**src/rtl/ps2_keyboard_mmio.sv**
```systemverilog
// ps2_keyboard_mmio
// Receives PS/2 keyboard frames and buffers the scan codes in a FIFO. The core
// reads them through an 8-byte memory-mapped window. Every read returns a
// registered word and a one-cycle acknowledge.
//
// Ports
//   clk       system clock
//   rst       asynchronous active-low reset
//   ps2_clk   raw PS/2 clock pin (asynchronous)
//   ps2_dat   raw PS/2 data pin (asynchronous)
//   rd_req    one-cycle read strobe from the core
//   rd_addr   byte address, sampled with rd_req
//   rd_data   read result. It is valid with rd_ack and held until the next ack.
//   rd_ack    one-cycle pulse, one cycle after an in-window rd_req
//   addr_err  one-cycle pulse, one cycle after a misaligned in-window rd_req
//   irq       level signal, high while the FIFO is non-empty
//
// Register window (base KBD_BASE)
//   +0 DATA   {23'd0, nonempty, head}. A read pops the head entry.
//   +4 STATUS {16'd0, count, 5'd0, perr, ovf, nonempty}. A read clears the sticky bits.
//
// Build option
//   PS2_PARITY_CHECK_EN  Checks odd parity. A frame with bad parity is dropped
//                        and sets perr.

module ps2_keyboard_mmio #(
   parameter logic [31:0] KBD_BASE    = 32'h0008_0000,
   parameter int          FIFO_DEPTH  = 16,     // power of two, 2..128
   parameter int          FILTER_LEN  = 8,      // 2 or more
   parameter int          TIMEOUT_CYC = 50000
) (
   input  logic        clk,
   input  logic        rst,
   input  logic        ps2_clk,
   input  logic        ps2_dat,
   input  logic        rd_req,
   input  logic [31:0] rd_addr,
   output logic [31:0] rd_data,
   output logic        rd_ack,
   output logic        addr_err,
   output logic        irq
);

   localparam int PW = $clog2(FIFO_DEPTH);
   localparam int CW = PW + 1;
   localparam int FW = $clog2(FILTER_LEN);
   localparam int TW = $clog2(TIMEOUT_CYC + 1);

   typedef enum logic [1:0] {S_IDLE, S_DATA, S_PARITY, S_STOP} rx_state_t;

   // ---------------- input conditioning ----------------
   logic          clk_s1, clk_s2, dat_s1, dat_s2;
   logic          filt_clk, strobe;
   logic [FW-1:0] fcnt;

   // NOTE: all state uses non-blocking assignments. Every register then
   // samples the pre-edge value, so this shift chain is a real 2-FF synchroniser.
   always_ff @(posedge clk or negedge rst) begin
      if (!rst) begin
         clk_s1 <= 1'b1;
         clk_s2 <= 1'b1;
         dat_s1 <= 1'b1;
         dat_s2 <= 1'b1;
      end else begin
         clk_s1 <= ps2_clk;
         clk_s2 <= clk_s1;
         dat_s1 <= ps2_dat;
         dat_s2 <= dat_s1;
      end
   end

   // The filtered clock flips only after FILTER_LEN consecutive samples that
   // disagree with it. A falling flip produces a one-cycle sample strobe.
   always_ff @(posedge clk or negedge rst) begin
      if (!rst) begin
         filt_clk <= 1'b1;
         fcnt     <= '0;
         strobe   <= 1'b0;
      end else begin
         strobe <= 1'b0;
         if (clk_s2 != filt_clk) begin
            if (fcnt == FW'(FILTER_LEN - 1)) begin
               filt_clk <= clk_s2;
               fcnt     <= '0;
               strobe   <= filt_clk;
            end else begin
               fcnt <= fcnt + 1'b1;
            end
         end else begin
            fcnt <= '0;
         end
      end
   end

   // ---------------- frame receiver ----------------
   rx_state_t     state;
   logic [7:0]    shreg;
   logic [2:0]    bitcnt;
   logic          par;          // XOR of data bits and parity bit
   logic [TW-1:0] tcnt;
   logic          push_req, perr_set;
   logic [7:0]    push_byte;
   logic          par_ok;

`ifdef PS2_PARITY_CHECK_EN
   assign par_ok = par;
`else
   logic unused_par;
   assign unused_par = par;
   assign par_ok     = 1'b1;
`endif

   always_ff @(posedge clk or negedge rst) begin
      if (!rst) begin
         state     <= S_IDLE;
         shreg     <= '0;
         bitcnt    <= '0;
         par       <= 1'b0;
         tcnt      <= '0;
         push_req  <= 1'b0;
         push_byte <= '0;
         perr_set  <= 1'b0;
      end else begin
         push_req <= 1'b0;
         perr_set <= 1'b0;
         if (strobe) begin
            tcnt <= '0;
            case (state)
               S_IDLE: if (!dat_s2) begin
                  state  <= S_DATA;
                  bitcnt <= '0;
                  par    <= 1'b0;
               end
               S_DATA: begin
                  shreg  <= {dat_s2, shreg[7:1]};
                  par    <= par ^ dat_s2;
                  bitcnt <= bitcnt + 1'b1;
                  if (bitcnt == 3'd7) state <= S_PARITY;
               end
               S_PARITY: begin
                  par   <= par ^ dat_s2;
                  state <= S_STOP;
               end
               S_STOP: begin
                  state <= S_IDLE;
                  if (dat_s2 && par_ok) begin
                     push_req  <= 1'b1;
                     push_byte <= shreg;
                  end else begin
                     perr_set <= 1'b1;
                  end
               end
               default: state <= S_IDLE;
            endcase
         end else if (state != S_IDLE) begin
            // A stalled keyboard must not leave the receiver mid-frame forever.
            if (tcnt == TW'(TIMEOUT_CYC - 1)) begin
               state <= S_IDLE;
               tcnt  <= '0;
            end else begin
               tcnt <= tcnt + 1'b1;
            end
         end else begin
            tcnt <= '0;
         end
      end
   end

   // ---------------- FIFO and register window ----------------
   logic [7:0]    mem [FIFO_DEPTH];
   logic [PW-1:0] wptr, rptr;
   logic [CW-1:0] count;
   logic          perr_sticky, ovf_sticky;
   logic          nonempty, full, in_win, misal, data_rd, stat_rd, pop, push_ok;

   assign nonempty = (count != '0);
   assign full     = (count == CW'(FIFO_DEPTH));
   assign in_win   = rd_req && (rd_addr[31:3] == KBD_BASE[31:3]);
   assign misal    = (rd_addr[1:0] != 2'b00);
   assign data_rd  = in_win && !misal && !rd_addr[2];
   assign stat_rd  = in_win && !misal &&  rd_addr[2];
   assign pop      = data_rd && nonempty;
   // A pop in the same cycle frees the slot that a full FIFO needs.
   assign push_ok  = push_req && (!full || pop);
   assign irq      = nonempty;

   // NOTE: the storage array has no reset. The pointers and the count define
   // which entries are valid, so resetting the data would only cost flops.
   always_ff @(posedge clk) begin
      if (push_ok) mem[wptr] <= push_byte;
   end

   always_ff @(posedge clk or negedge rst) begin
      if (!rst) begin
         wptr        <= '0;
         rptr        <= '0;
         count       <= '0;
         perr_sticky <= 1'b0;
         ovf_sticky  <= 1'b0;
         rd_data     <= '0;
         rd_ack      <= 1'b0;
         addr_err    <= 1'b0;
      end else begin
         if (push_ok) wptr <= wptr + 1'b1;
         if (pop)     rptr <= rptr + 1'b1;
         case ({push_ok, pop})
            2'b10:   count <= count + 1'b1;
            2'b01:   count <= count - 1'b1;
            default: count <= count;
         endcase

         // A flag raised in the same cycle as the clear wins.
         perr_sticky <= perr_set | (perr_sticky & ~stat_rd);
         ovf_sticky  <= (push_req & ~push_ok) | (ovf_sticky & ~stat_rd);

         rd_ack   <= in_win;
         addr_err <= in_win && misal;
         if (in_win) begin
            if (misal)
               rd_data <= '0;
            else if (rd_addr[2])
               rd_data <= {16'd0, 8'(count), 5'd0, perr_sticky, ovf_sticky, nonempty};
            else if (nonempty)
               rd_data <= {23'd0, 1'b1, mem[rptr]};
            else
               rd_data <= '0;
         end
      end
   end

endmodule

```
**config.mk**
```make
export PLATFORM = sky130hd
export DESIGN_NAME = ps2_keyboard_mmio
export DESIGN_NICKNAME = d
export VERILOG_FILES = /design/src/rtl/ps2_keyboard_mmio.sv
export SDC_FILE = /design/constraint.sdc
export NUM_CORES = 1
export LEC_CHECK = 0
export ABC_AREA = 1
export CORE_UTILIZATION = 45
export DETAILED_ROUTE_END_ITERATION = 16
export SYNTH_ARGS = -nofsm -noshare
export SYNTH_HDL_FRONTEND = slang
export SYNTH_SLANG_ARGS = --single-unit
```
**constraint.sdc**
```tcl
create_clock -name clk -period 6.7 [get_ports clk]
set_input_delay 1.34 -clock clk [delete_from_list [all_inputs] [get_ports clk]]
set_output_delay 1.34 -clock clk [all_outputs]
set_load 0.01 [all_outputs]
```
==> impl_metrics.py <==
metrics = {
    "clock_tree": {
        "cts_setup_buffers": 0,
        "insertion_delay_ns": 0.50,
        "cts_sinks": 206,
        "cts_resized": 0,
        "htreeDepth": 1,
        "clock-root-buffer": "clkbuf_16",
        "tritoncts": "yes",
        "cts_hold_buf": 0,
        "clk_pin_slew_ns": 0.06,
        "cts_buffers": 22,
        "cts.path.max_buffers": 3,
    },
    "global_route": {
        "grt_busiest_layer": "met2",
        "global_route.usage.met3_pct": 3.27,
        "grt_usage_pct": 19.1,
        "grt_max_degree": 107,
        "grt_overflow": 0,
        "grt_pass1_wl_um": 31500,
        "grt_pass1_vias": 5734,
        "antenna_found_initial": 0,
        "grt_util_met1_pct": 28.1,
        "met2_usage_pct": 29.6,
    },
    "worst_setup_path": {
        "rr_worst_depth": 12,
        "required_ns": 7.07,
        "crit_type": "in2reg",
        "startpoint_type": "primary input",
        "rrSetupSlack_ns": 3.81,
        "worstPathArrival_ns": 4.33,
        "crit_path_end_kind": "flop",
        "crit_path_max_fanout": 21,
    },
    "finish": {
        "fin_cells": 1239,
        "final_util_pct": 52.5,
        "diodes": 0,
        "fill_cells": 1849,
        "drive_above_1_share_pct": 6.19,
        "area_growth_pct": 14.7,
        "fin_nets": 1009,
    },
    "placement": {
        "dp.cells": 1199,
        "hpwl_um": 12600,
        "globalplace.congestion": 0.782,
        "post-place-ws_ns": 2.27,
        "io_buffer_count": 52,
    },
    "sta": {
        "max_freq_ghz": 0.253,
        "fin_crit_sh_pct": 59.0,
        "tns_ns": 0,
        "min_period_ns": 3.95,
        "setup_ws_ns": 2.75,
        "tightest_slew_ns": 1.10,
        "hold_viol_final": 0,
        "drv_slew": 0,
        "finalSetupViolCount": 0,
        "fin_skew_ns": 0.0102,
        "relSlewSlack_pct": 26.3,
        "rsz0062_at_grt": "false",
    },
    "power_and_ir_drop": {
        "p_leak_uw": 0.00439,
        "ir_drop_v": 0.000166,
        "power_density_mw_per_mm2": 248,
    },
    "die": {
        "core_mm2": 0.0202,
        "die-area_mm2": 0.0211,
        "io_pins": 72,
        "die_h_um": 145,
        "start_util_pct": 45.8,
        "die_w_um": 145,
        "num_rows": 52,
    },
    "min_path": {
        "whs_path_depth": 0,
        "hp-class": "reg2reg",
    },
    "logic_synthesis": {
        "synth_top_area_cell": "edfxtp_1",
        "synthFlopType": "edfxtp_1",
        "synth_common_cells": "nand2_1, edfxtp_1, nor2_1, inv_1, dfrtp_1",
        "synth.ff_latch_count": 206,
        "syn_area_per_cell_um2": 10.1,
        "synth_edf_count": 128,
        "async_flop_share_pct": 37.9,
        "yosysWarnings": 0,
        "synth_cells": 910,
        "synth_area_leaders": "edfxtp_1, dfrtp_1, nand2_1",
        "synth_top_area_share_pct": 41.6,
        "netlist-cell-type-count": 37,
        "yosysMostFrequentCell": "nand2_1",
        "yosysSeqAreaShare_pct": 62.9,
        "syn-cell-area_mm2": 0.00923,
    },
    "route": {
        "first_pass_iters": 5,
        "vias": 6185,
        "ant_nets": 0,
        "wl_per_cell_um": 16.0,
        "drt-total-wl_um": 19800,
        "drtIter0Drc": 462,
        "viasPerCell": 4.99,
        "post-route-drc-count": 0,
    },
    "outcome": {
        "status": "completed",
    },
    "flow_run": {
        "max_cap_violations": 0,
    },
}
## cell type report
type                    count  area [µm²]  area share, %
flip-flops and latches    206        5800           54.9
multi-input cells         574        2830           26.7
clock buffers              30         658           6.22
repair buffers             53         526           4.97
inverters                  96         360           3.41
well taps                 270         338           3.19
clock inverters            10        70.1          0.662
## through the flow
| stage | power, µW | area (µm²) | hold slack, ns |
|---|---|---|---|
| finish | 2620 | 10600 | 0.356 |
| global route | 2700 | 10600 | 0.359 |
| CTS | 2650 | 10600 | 0.358 |
| detailed placement | 1450 | 9850 | 0.348 |
| global placement | 1450 | 9850 | 0.347 |
| floorplan | 1420 | 9300 | 0.345 |
## critical path: stages
cell,delay (ns)
clkdlybuf4s50_1,0.45
inv_1,0.04
nor2_1,0.07
nand2_1,0.05
nor2_1,0.11
nand2_1,0.10
nor2_4,0.14
nand3_2,0.11
nand2_2,0.14
nand2_2,0.30
ha_1,0.41
fa_1,0.42
a21oi_1,0.16
o21bai_1,0.09
a21oi_1,0.13
o21ai_0,0.11
xor2_1,0.15
## report_power, final
| part | leakage, µW | internal, µW | switching [µW] |
|---|---|---|---|
| clock network | 0.000362 | 725 | 477 |
| logic | 0.00149 | 30.6 | 33.5 |
| registers | 0.00254 | 1350 | 5.21 |
## layer usage
layer / part of all wire [%] / up-vias
met5: 0 / -
met4: 1.7 / 0
met3: 5.1 / 26
met2: 45 / 120
met1: 48 / 2957
li1: - / 3082
## sequential cells by signal, summed over array words and instances (netlist names), 2 cells and up
signal,cells
bitcnt,3
count,5
fcnt,3
mem,128
push_byte,8
rd_data,13
rptr,4
shreg,8
state,2
tcnt,16
wptr,4
## layout by cell type, fill, tap and decap left out, types with 3 or more instances in the layout
cell type / n
a21oi_1: 36
clkbuf_1: 3
clkbuf_16: 25
clkdlybuf4s50_1: 51
clkinv_1: 7
clkinv_2: 3
conb_1: 19
dfrtp_1: 71
dfstp_2: 5
edfxtp_1: 128
ha_1: 18
inv_1: 94
nand2_1: 169
nand3_1: 50
nand4_1: 5
nor2_1: 102
nor2_2: 10
nor2_4: 3
nor3_1: 58
nor3b_1: 3
o211ai_1: 13
o21ai_0: 60
xor2_1: 10
## final timing paths
path                        startpoint  endpoint
min                             clk_s1    clk_s2
max in group asynchronous          rst   rptr[1]
max reg2reg                   count[0]  count[4]
max                        rd_addr[19]  count[4]
min in group asynchronous          rst   tcnt[2]
min reg2reg                     clk_s1    clk_s2
## logic make-up (layout without fill, tap and decap cells)
group	Yosys count	count (layout)	synth area share (%)
xor+xnor	12	12	1.14
flops	206	206	62.9
compound gates	114	114	6.67
fa+ha+maj	19	19	2.66
simple gates	409	409	19.3
mux	1	1	0.122
buf+inv	148	189	7.25
other cells	1	19	0.0406
Note: power is estimated with default switching activity, not from simulation.
